[src/rtl/kangaroo_pkg.sv]
// Shared raster timing constants and types for the video timing generator.
package kangaroo_pkg;

    localparam int unsigned CNT_W     = 9;
    localparam int unsigned MAX_TOTAL = 512;

    localparam int unsigned DEF_H_TOTAL  = 384;
    localparam int unsigned DEF_H_ACTIVE = 256;
    localparam int unsigned DEF_HS_START = 288;
    localparam int unsigned DEF_HS_END   = 320;
    localparam int unsigned DEF_V_TOTAL  = 264;
    localparam int unsigned DEF_V_ACTIVE = 224;
    localparam int unsigned DEF_VS_START = 240;
    localparam int unsigned DEF_VS_END   = 243;

    typedef logic [CNT_W-1:0] raster_cnt_t;

    // True when lo <= cnt < hi.
    function automatic logic in_window(input raster_cnt_t cnt, input int unsigned lo,
                                       input int unsigned hi);
        return (32'(cnt) >= lo) && (32'(cnt) < hi);
    endfunction

endpackage

[src/rtl/ls163.sv]
// 4-bit synchronous counter with synchronous clear/load and ripple carry out.
module ls163 (
    input  logic       CLK,
    input  logic       _CLR,
    input  logic       _LOAD,
    input  logic       ENP,
    input  logic       ENT,
    input  logic [3:0] D,
    output logic [3:0] Q,
    output logic       RCO
);

    logic [3:0] q_q;
    logic [3:0] q_d;

    // Load takes priority over counting and ignores the enables.
    always_comb begin
        q_d = q_q;
        if (!_LOAD) begin
            q_d = D;
        end else if (ENP && ENT) begin
            q_d = q_q + 4'd1;
        end
    end

    always_ff @(posedge CLK) begin
        if (!_CLR) begin
            q_q <= 4'h0;
        end else begin
            q_q <= q_d;
        end
    end

    assign Q   = q_q;
    assign RCO = ENT & (q_q == 4'hF);

endmodule

[src/rtl/video_timing_gen.sv]
// Raster H/V timing generator: cascaded ls163 counters plus registered blank/sync flags
// decoded from the next count so each flag lines up with the count it describes.
module video_timing_gen
    import kangaroo_pkg::*;
#(
    parameter int unsigned H_TOTAL  = DEF_H_TOTAL,
    parameter int unsigned H_ACTIVE = DEF_H_ACTIVE,
    parameter int unsigned HS_START = DEF_HS_START,
    parameter int unsigned HS_END   = DEF_HS_END,
    parameter int unsigned V_TOTAL  = DEF_V_TOTAL,
    parameter int unsigned V_ACTIVE = DEF_V_ACTIVE,
    parameter int unsigned VS_START = DEF_VS_START,
    parameter int unsigned VS_END   = DEF_VS_END
) (
    input  logic             CLK,
    input  logic             _CLR,
    input  logic             CE,
    output logic [CNT_W-1:0] H,
    output logic [CNT_W-1:0] V,
    output logic             HBLANK,
    output logic             VBLANK,
    output logic             _HSYNC,
    output logic             _VSYNC,
    output logic             HRC,
    output logic             VRC
);

    localparam int unsigned NSTAGE = 3;
    localparam int unsigned CASC_W = 4 * NSTAGE;

    if (H_TOTAL < 2 || H_TOTAL > MAX_TOTAL || H_ACTIVE > H_TOTAL ||
        HS_START >= HS_END || HS_END > H_TOTAL ||
        V_TOTAL < 2 || V_TOTAL > MAX_TOTAL || V_ACTIVE > V_TOTAL ||
        VS_START >= VS_END || VS_END > V_TOTAL) begin : g_bad_params
        $error("video_timing_gen: illegal raster parameters");
    end

    logic [CASC_W-1:0] h_cnt;
    logic [CASC_W-1:0] v_cnt;
    logic [NSTAGE:0]   h_ent;
    logic [NSTAGE:0]   v_ent;
    logic              h_wrap;
    logic              v_wrap;
    raster_cnt_t       h_nxt;
    raster_cnt_t       v_nxt;

    logic hblank_q, hblank_d;
    logic vblank_q, vblank_d;
    logic hsync_n_q, hsync_n_d;
    logic vsync_n_q, vsync_n_d;

    assign h_ent[0] = 1'b1;
    assign v_ent[0] = 1'b1;

    // Wrap is a synchronous load of zero at TOTAL-1; the V axis steps on the line carry.
    for (genvar i = 0; i < NSTAGE; i++) begin : g_stage
        ls163 u_h_cnt (
            .CLK   (CLK),
            ._CLR  (_CLR),
            ._LOAD (!HRC),
            .ENP   (CE),
            .ENT   (h_ent[i]),
            .D     (4'h0),
            .Q     (h_cnt[4*i +: 4]),
            .RCO   (h_ent[i+1])
        );
        ls163 u_v_cnt (
            .CLK   (CLK),
            ._CLR  (_CLR),
            ._LOAD (!VRC),
            .ENP   (HRC),
            .ENT   (v_ent[i]),
            .D     (4'h0),
            .Q     (v_cnt[4*i +: 4]),
            .RCO   (v_ent[i+1])
        );
    end

    assign H      = h_cnt[CNT_W-1:0];
    assign V      = v_cnt[CNT_W-1:0];
    assign h_wrap = (32'(H) == H_TOTAL - 1);
    assign v_wrap = (32'(V) == V_TOTAL - 1);
    assign HRC    = CE & h_wrap;
    assign VRC    = HRC & v_wrap;

    // Counts never exceed 9 bits, so the top cascade bits and final carries go nowhere.
    logic unused_cascade;
    assign unused_cascade = ^{h_cnt[CASC_W-1:CNT_W], v_cnt[CASC_W-1:CNT_W],
                              h_ent[NSTAGE], v_ent[NSTAGE]};

    // Count the counters will hold after this edge (reset handled by the flops).
    always_comb begin
        h_nxt = H;
        v_nxt = V;
        if (CE) begin
            h_nxt = h_wrap ? '0 : H + CNT_W'(1);
        end
        if (HRC) begin
            v_nxt = v_wrap ? '0 : V + CNT_W'(1);
        end
    end

    always_comb begin
        hblank_d  = (32'(h_nxt) >= H_ACTIVE);
        vblank_d  = (32'(v_nxt) >= V_ACTIVE);
        hsync_n_d = !in_window(h_nxt, HS_START, HS_END);
        vsync_n_d = !in_window(v_nxt, VS_START, VS_END);
    end

    always_ff @(posedge CLK) begin
        if (!_CLR) begin
            hblank_q  <= 1'b0;
            vblank_q  <= 1'b0;
            hsync_n_q <= 1'b1;
            vsync_n_q <= 1'b1;
        end else begin
            hblank_q  <= hblank_d;
            vblank_q  <= vblank_d;
            hsync_n_q <= hsync_n_d;
            vsync_n_q <= vsync_n_d;
        end
    end

    assign HBLANK = hblank_q;
    assign VBLANK = vblank_q;
    assign _HSYNC = hsync_n_q;
    assign _VSYNC = vsync_n_q;

endmodule

[config.mk]
export PLATFORM = sky130hd
export DESIGN_NAME = video_timing_gen
export DESIGN_NICKNAME = d
export VERILOG_FILES = /design/src/rtl/kangaroo_pkg.sv /design/src/rtl/ls163.sv /design/src/rtl/video_timing_gen.sv
export SDC_FILE = /design/constraint.sdc
export NUM_CORES = 1
export LEC_CHECK = 0
export CAP_MARGIN = 40
export CORE_MARGIN = 1
export CORE_UTILIZATION = 48
export CTS_CLUSTER_SIZE = 40
export DETAILED_ROUTE_END_ITERATION = 8
export PLACE_DENSITY = 0.78
export SYNTH_ARGS = -nofsm -noshare
export SYNTH_HDL_FRONTEND = slang
export SYNTH_SLANG_ARGS = --single-unit
[constraint.sdc]
create_clock -name CLK -period 2.3 [get_ports CLK]
set_input_delay 0.23 -clock CLK [delete_from_list [all_inputs] [get_ports CLK]]
set_output_delay 0.23 -clock CLK [all_outputs]
set_load 0.02 [all_outputs]
=== Word-level counts from Yosys, hierarchy flattened ===
Index checks and enable logic that the tools add are counted.

* Register bits after elaboration: 28
* Input port bits: 3
* Output and inout port bits: 24

* Add/subtract/negate cells: 8
* Order comparisons: 6
* Equality and inequality tests: 6
* Multiplexer cells: 4
* Bitwise operators: 5
* Reduce and logical (&&, ||, !) cells: 10

{| class="wikitable"
|+ Operators with widths
! operator !! count
|-
| $mux 9 || 4
|-
| $add 4x1->4 const B || 6
|-
| $add 9x1->9 const B || 2
|-
| $eq 9x9->1 const B || 2
|-
| $ge 9x8->1 const B || 2
|-
| $ge 9x9->1 const B || 2
|-
| $eq 4x4->1 const B || 4
|-
| $lt 9x8->1 const B || 1
|-
| $lt 9x9->1 const B || 1
|-
| $logic_and 1x1->1 || 6
|-
| $and 1x1->1 || 4
|-
| $reduce_or 2->1 || 2
|-
| $logic_not 1->1 || 2
|-
| $not 1->1 || 1
|}

=== Logic depth before layout (Yosys ltp) ===
* Depth after elaboration: 6
* Mapped depth: 8

=== Hierarchy ===
Synthesis repeated with hierarchy kept, for this count alone.

* Cell total of the unflattened synthesis: 198
* Area, all modules: 1657.8 sq um

{| class="wikitable"
|+ Modules (own cells, without submodules)
! module !! instances !! cells an instance !! area an instance (sq um) !! sequential area each (sq um)
|-
| ls163 || 6 || 24 || 205.2 || 80.1
|-
| video_timing_gen || 1 || 54 || 426.7 || 80.1
|}

=== Worst setup path before layout ===
OpenSTA, ideal clock, no wires.

* Kind: register to register
* Start: register g_stage[0].u_h_cnt.q_q[0]
* End: register vsync_n_q (netlist: _VSYNC)
* Arrival: 1.767 ns
* Slack: 0.402 ns
* Cell stages (with the launch flop): 9
* Clock period less this slack: 1.898 ns
* Cell sequence: dfxtp_1 > ha_1 > nand4_1 > or2_4 > buf_6 > clkinv_1 > nand3_1 > a22oi_1 > nand4b_1

* Cells in the longest elaborated chain, start to end: 6
* Elaborated cells on any way between the ends: 7
* Classes of those cells: order compare (2); eq/ne (1); mux (1); bitwise (1); reduce/logical (2)

{| class="wikitable"
|+ RTL lines
! element !! line !! RTL
|-
| start, declared || ls163.sv:13 || <nowiki>logic [3:0] q_q;</nowiki>
|-
| start signal, assigned || ls163.sv:30 || <nowiki>q_q <= q_d;</nowiki>
|-
| $eq 9x9->1 (*) || video_timing_gen.sv:81 || <nowiki>assign h_wrap = (32'(H) == H_TOTAL - 1);</nowiki>
|-
| $and 1x1->1 (*) || video_timing_gen.sv:83 || <nowiki>assign HRC = CE & h_wrap;</nowiki>
|-
| via HRC || video_timing_gen.sv:24 || <nowiki>output logic HRC,</nowiki>
|-
| $mux 9 (*) || video_timing_gen.sv:98 || <nowiki>if (HRC) begin</nowiki>
|-
| $ge 9x8->1 or $lt 9x8->1 (tied branches) || kangaroo_pkg.sv:21 || <nowiki>return (32'(cnt) >= lo) && (32'(cnt) < hi);</nowiki>
|-
| $logic_and 1x1->1 (*) || kangaroo_pkg.sv:21 ||
|-
| $logic_not 1->1 (*) || video_timing_gen.sv:107 || <nowiki>vsync_n_d = !in_window(v_nxt, VS_START, VS_END);</nowiki>
|-
| end signal, assigned || video_timing_gen.sv:120 || <nowiki>vsync_n_q <= vsync_n_d;</nowiki>
|-
| end, declared || video_timing_gen.sv:50 || <nowiki>logic vsync_n_q, vsync_n_d;</nowiki>
|}

Mark *: on every way through the listed nets, which the timed path passes. The rest lies on a longest branch.
A chain may end at the register's enable or synchronous reset.

=== Final worst setup path ===
* Start: register g_stage[1].u_h_cnt.q_q[1]
* End: output port HRC

* Cells in the longest elaborated chain, start to end: 2

{| class="wikitable"
|+ RTL lines
! element !! line
|-
| start, declared || ls163.sv:13
|-
| start signal, assigned || ls163.sv:30
|-
| $eq 9x9->1 || video_timing_gen.sv:81
|-
| $and 1x1->1 || video_timing_gen.sv:83
|-
| end, declared || video_timing_gen.sv:24
|}

Every way passes these cells.

==> results.py <==
metrics = {
    "run_status": {
        "status": "completed",
    },
    "sta": {
        "fmax_mhz": 478,
        "final.min_clock_period_ns": 2.09,
        "setup_viol": 0,
        "period_share_pct": 91.1,
        "relSlewSlack_pct": 69.1,
        "tightest_slew_ns": 0.459,
        "slew_viol_final": 0,
        "setup_tns_ns": 0,
        "rsz0062_at_grt": "false",
        "skew_ns": 0.00508,
        "hold_viol": 0,
    },
    "clock_network": {
        "cts_buffers": 3,
        "cts_sinks": 22,
        "clk_root_buffer_cell": "clkbuf_4",
        "clk_pin_slew_worst_paths_ns": 0.13,
        "post-cts-setup-buffers": 0,
        "hold_buffers": 0,
        "htree_levels": 1,
        "clock_path_buffers": 2,
        "clock_latency_ns": 0.31,
        "cts_tree": "yes",
    },
    "finish": {
        "instances_no_fill": 185,
        "syn_to_final_growth_pct": 29.3,
        "num_antenna_cells": 0,
        "nFillCells": 201,
        "final_net_count": 166,
        "drive_gt1_share_pct": 8.28,
    },
    "global_routing": {
        "met1_usage_pct": 24.1,
        "antenna_found_initial": 0,
        "grt_pass1_vias": 899,
        "met3_usage_pct": 3.33,
        "grt_busiest_layer": "met2",
        "grtUsageTotal_pct": 18.9,
        "grt_start_max_net_pins": 14,
        "overflow": 0,
        "grt_first_pass_wirelength_mm": 3.73,
        "met2_usage_pct": 31.1,
    },
    "yosys": {
        "ys_types": 42,
        "synth-seq-cells": 22,
        "netlist_area_mm2": 0.00112,
        "avgSynthCellArea_um2": 8.71,
        "synthesis.nets": 137,
        "synth_edf_count": 0,
        "synth_top_cell_by_area": "dfxtp_1",
        "synthArstFlopShare_pct": 0,
        "synth_ff_type": "dfxtp_1",
        "synth.most_common_cell": "dfxtp_1",
        "netlist_top_cells_count": "22 x dfxtp_1, 17 x nor2_1, 12 x nand2_1",
        "yosys_warnings": 0,
        "synthCells": 129,
        "synth.area.top_cells": "dfxtp_1 39%, nor2_1 5.7%, ha_1 5.6%",
        "yosysSeqAreaShare_pct": 39.2,
        "synth_top_area_share_pct": 39.2,
    },
    "place": {
        "dp_hpwl_mm": 1.75,
        "io_buffers": 26,
        "gp_congestion": 0.887,
        "dp.cells": 181,
    },
    "hold_path": {
        "hold_path.class": "flip-flop to flip-flop",
        "holdPathEnd": "g_stage[1].u_h_cnt.Q[1]",
        "hold_depth": 2,
        "min_from": "g_stage[1].u_h_cnt.Q[1]",
    },
    "flow_run": {
        "drv_cap": 0,
    },
    "drt": {
        "wl_per_cell_um": 12.6,
        "drt_wl_total_mm": 2.33,
        "antenna_left": 0,
        "vias": 1029,
        "drt_pre_antenna_iters": 4,
        "drt_iter0_markers": 27,
        "viasPerCell": 5.56,
        "drc": 0,
    },
    "critical_path": {
        "reg2reg_slack_ns": 0.31,
        "critPathTopFamily": "buffers and inverters",
        "worstPathArrival_ns": 1.86,
        "crit_path_end_kind": "output port",
        "path_class": "flip-flop to output port",
        "cp_max_fo": 6,
        "ff2ff_path_depth": 5,
        "rr_endpoint": "VBLANK",
        "timing.rr.start": "g_stage[0].u_v_cnt.Q[0]",
        "worst_ep_required_time_ns": 2.07,
        "start_kind": "flip-flop",
        "crit_buf_inv": 2,
        "crit_chain": "ha_1 > nand4b_1 > or2_4 > clkinv_1 > dlygate4sd2_1",
        "slowest_stage": "dfxtp_1",
        "max_stage_delay_ns": 0.43,
    },
    "floorplan": {
        "die_y_um": 50.4,
        "io_pins": 27,
        "die_x_um": 50.4,
        "initial_utilization_pct": 50.8,
        "core_mm2": 0.00221,
        "die_area_mm2": 0.00254,
        "fp-row-count": 17,
    },
    "power": {
        "p_leak_nw": 0.527,
        "vdd_drop_max_v": 0.000399,
        "powerDensity_mw_per_mm2": 496,
    },
}
## worst max-delay path by stage
stage,startpoint,endpoint,slack [ns],cells after the start
floorplan,g_stage[0].u_h_cnt.Q[0],_VSYNC,0.40,8
global route,g_stage[1].u_h_cnt.Q[1],HRC,0.07,5
detailed placement,CE,HRC,0.20,5
global placement,CE,HRC,0.22,5
finish,g_stage[1].u_h_cnt.Q[1],HRC,0.21,5
CTS,g_stage[1].u_h_cnt.Q[0],HRC,0.19,5
## power breakdown
group	internal (mW)	leakage (nW)	switching, mW
sequential	0.385	0.178	0.00422
combinational	0.0156	0.321	0.0180
clock	0.176	0.0279	0.122
## what timing repair did
| item | in CTS | in global routing |
|---|---|---|
| resized for setup | 2 | 0 |
| endpoints found under the setup margin | 2 | 0 |
| hold endpoints to repair | 0 | 0 |
## through the flow
step	total power, mW	util (%)	cell area, µm²	hold WS [ns]	worst slack, ns
after detailed placement	0.431	63.4	1400	0.516	0.201
after global placement	0.431	63.4	1400	0.520	0.221
final	0.720	65.7	1450	0.535	0.206
after floorplan	0.414	-	1120	0.352	0.402
after global routing	0.739	65.7	1450	0.562	0.0735
after CTS	0.722	65.7	1450	0.535	0.192
## routing by layer
metal	vias to the layer above	wire length [µm]
met5	-	0
met3	4	129
met1	473	1140
li1	515	-
met2	37	1040
met4	0	21
## flip-flops by register name (all words and copies together), names as in the netlist
| register | cells |
|---|---|
| g_stage.u_h_cnt.Q | 9 |
| g_stage.u_v_cnt.Q | 9 |
| HBLANK | 1 |
| VBLANK | 1 |
| _HSYNC | 1 |
| _VSYNC | 1 |
## kinds of logic after synthesis
group                    count (synthesis)  synth area share, %
adder cells (fa/ha/maj)                  5                 5.57
flip-flops                              22                 39.2
AO/OA/AOI/OAI                           20                 12.8
AND/OR/NAND/NOR                         59                 27.4
XOR/XNOR                                10                 7.79
buffers and inverters                   11                 5.46
multiplexers                             2                 1.78
## worst min-delay path: stages, from the launching register on
cell and delay [ns]:
dfxtp_1 0.38, nand2_1 0.07, a21oi_1 0.05
## cell type report
class / instances / area (µm²) / area share (%)
clock buffers: 3 / 22.5 / 1.55
clock inverters: 1 / 30.0 / 2.07
flip-flops and latches: 22 / 440 / 30.3
multi-input cells: 96 / 622 / 42.8
inverters: 6 / 22.5 / 1.55
well taps: 28 / 35.0 / 2.41
repair buffers: 29 / 280 / 19.3
## layout by cell type, fill, tap and decap left out, types with 3 or more instances in the layout
master / Yosys / layout
buf_4: 1 / 3
nor3_1: 5 / 5
nor2_1: 17 / 17
nand2_1: 12 / 12
clkbuf_4: 0 / 3
dfxtp_1: 22 / 22
a21oi_1: 4 / 4
xor2_1: 4 / 4
nand3_1: 6 / 6
inv_1: 5 / 5
nand4_1: 4 / 4
clkdlybuf4s50_1: 0 / 24
xnor2_1: 6 / 6
ha_1: 5 / 5
Power figures use the tool's default switching activity.
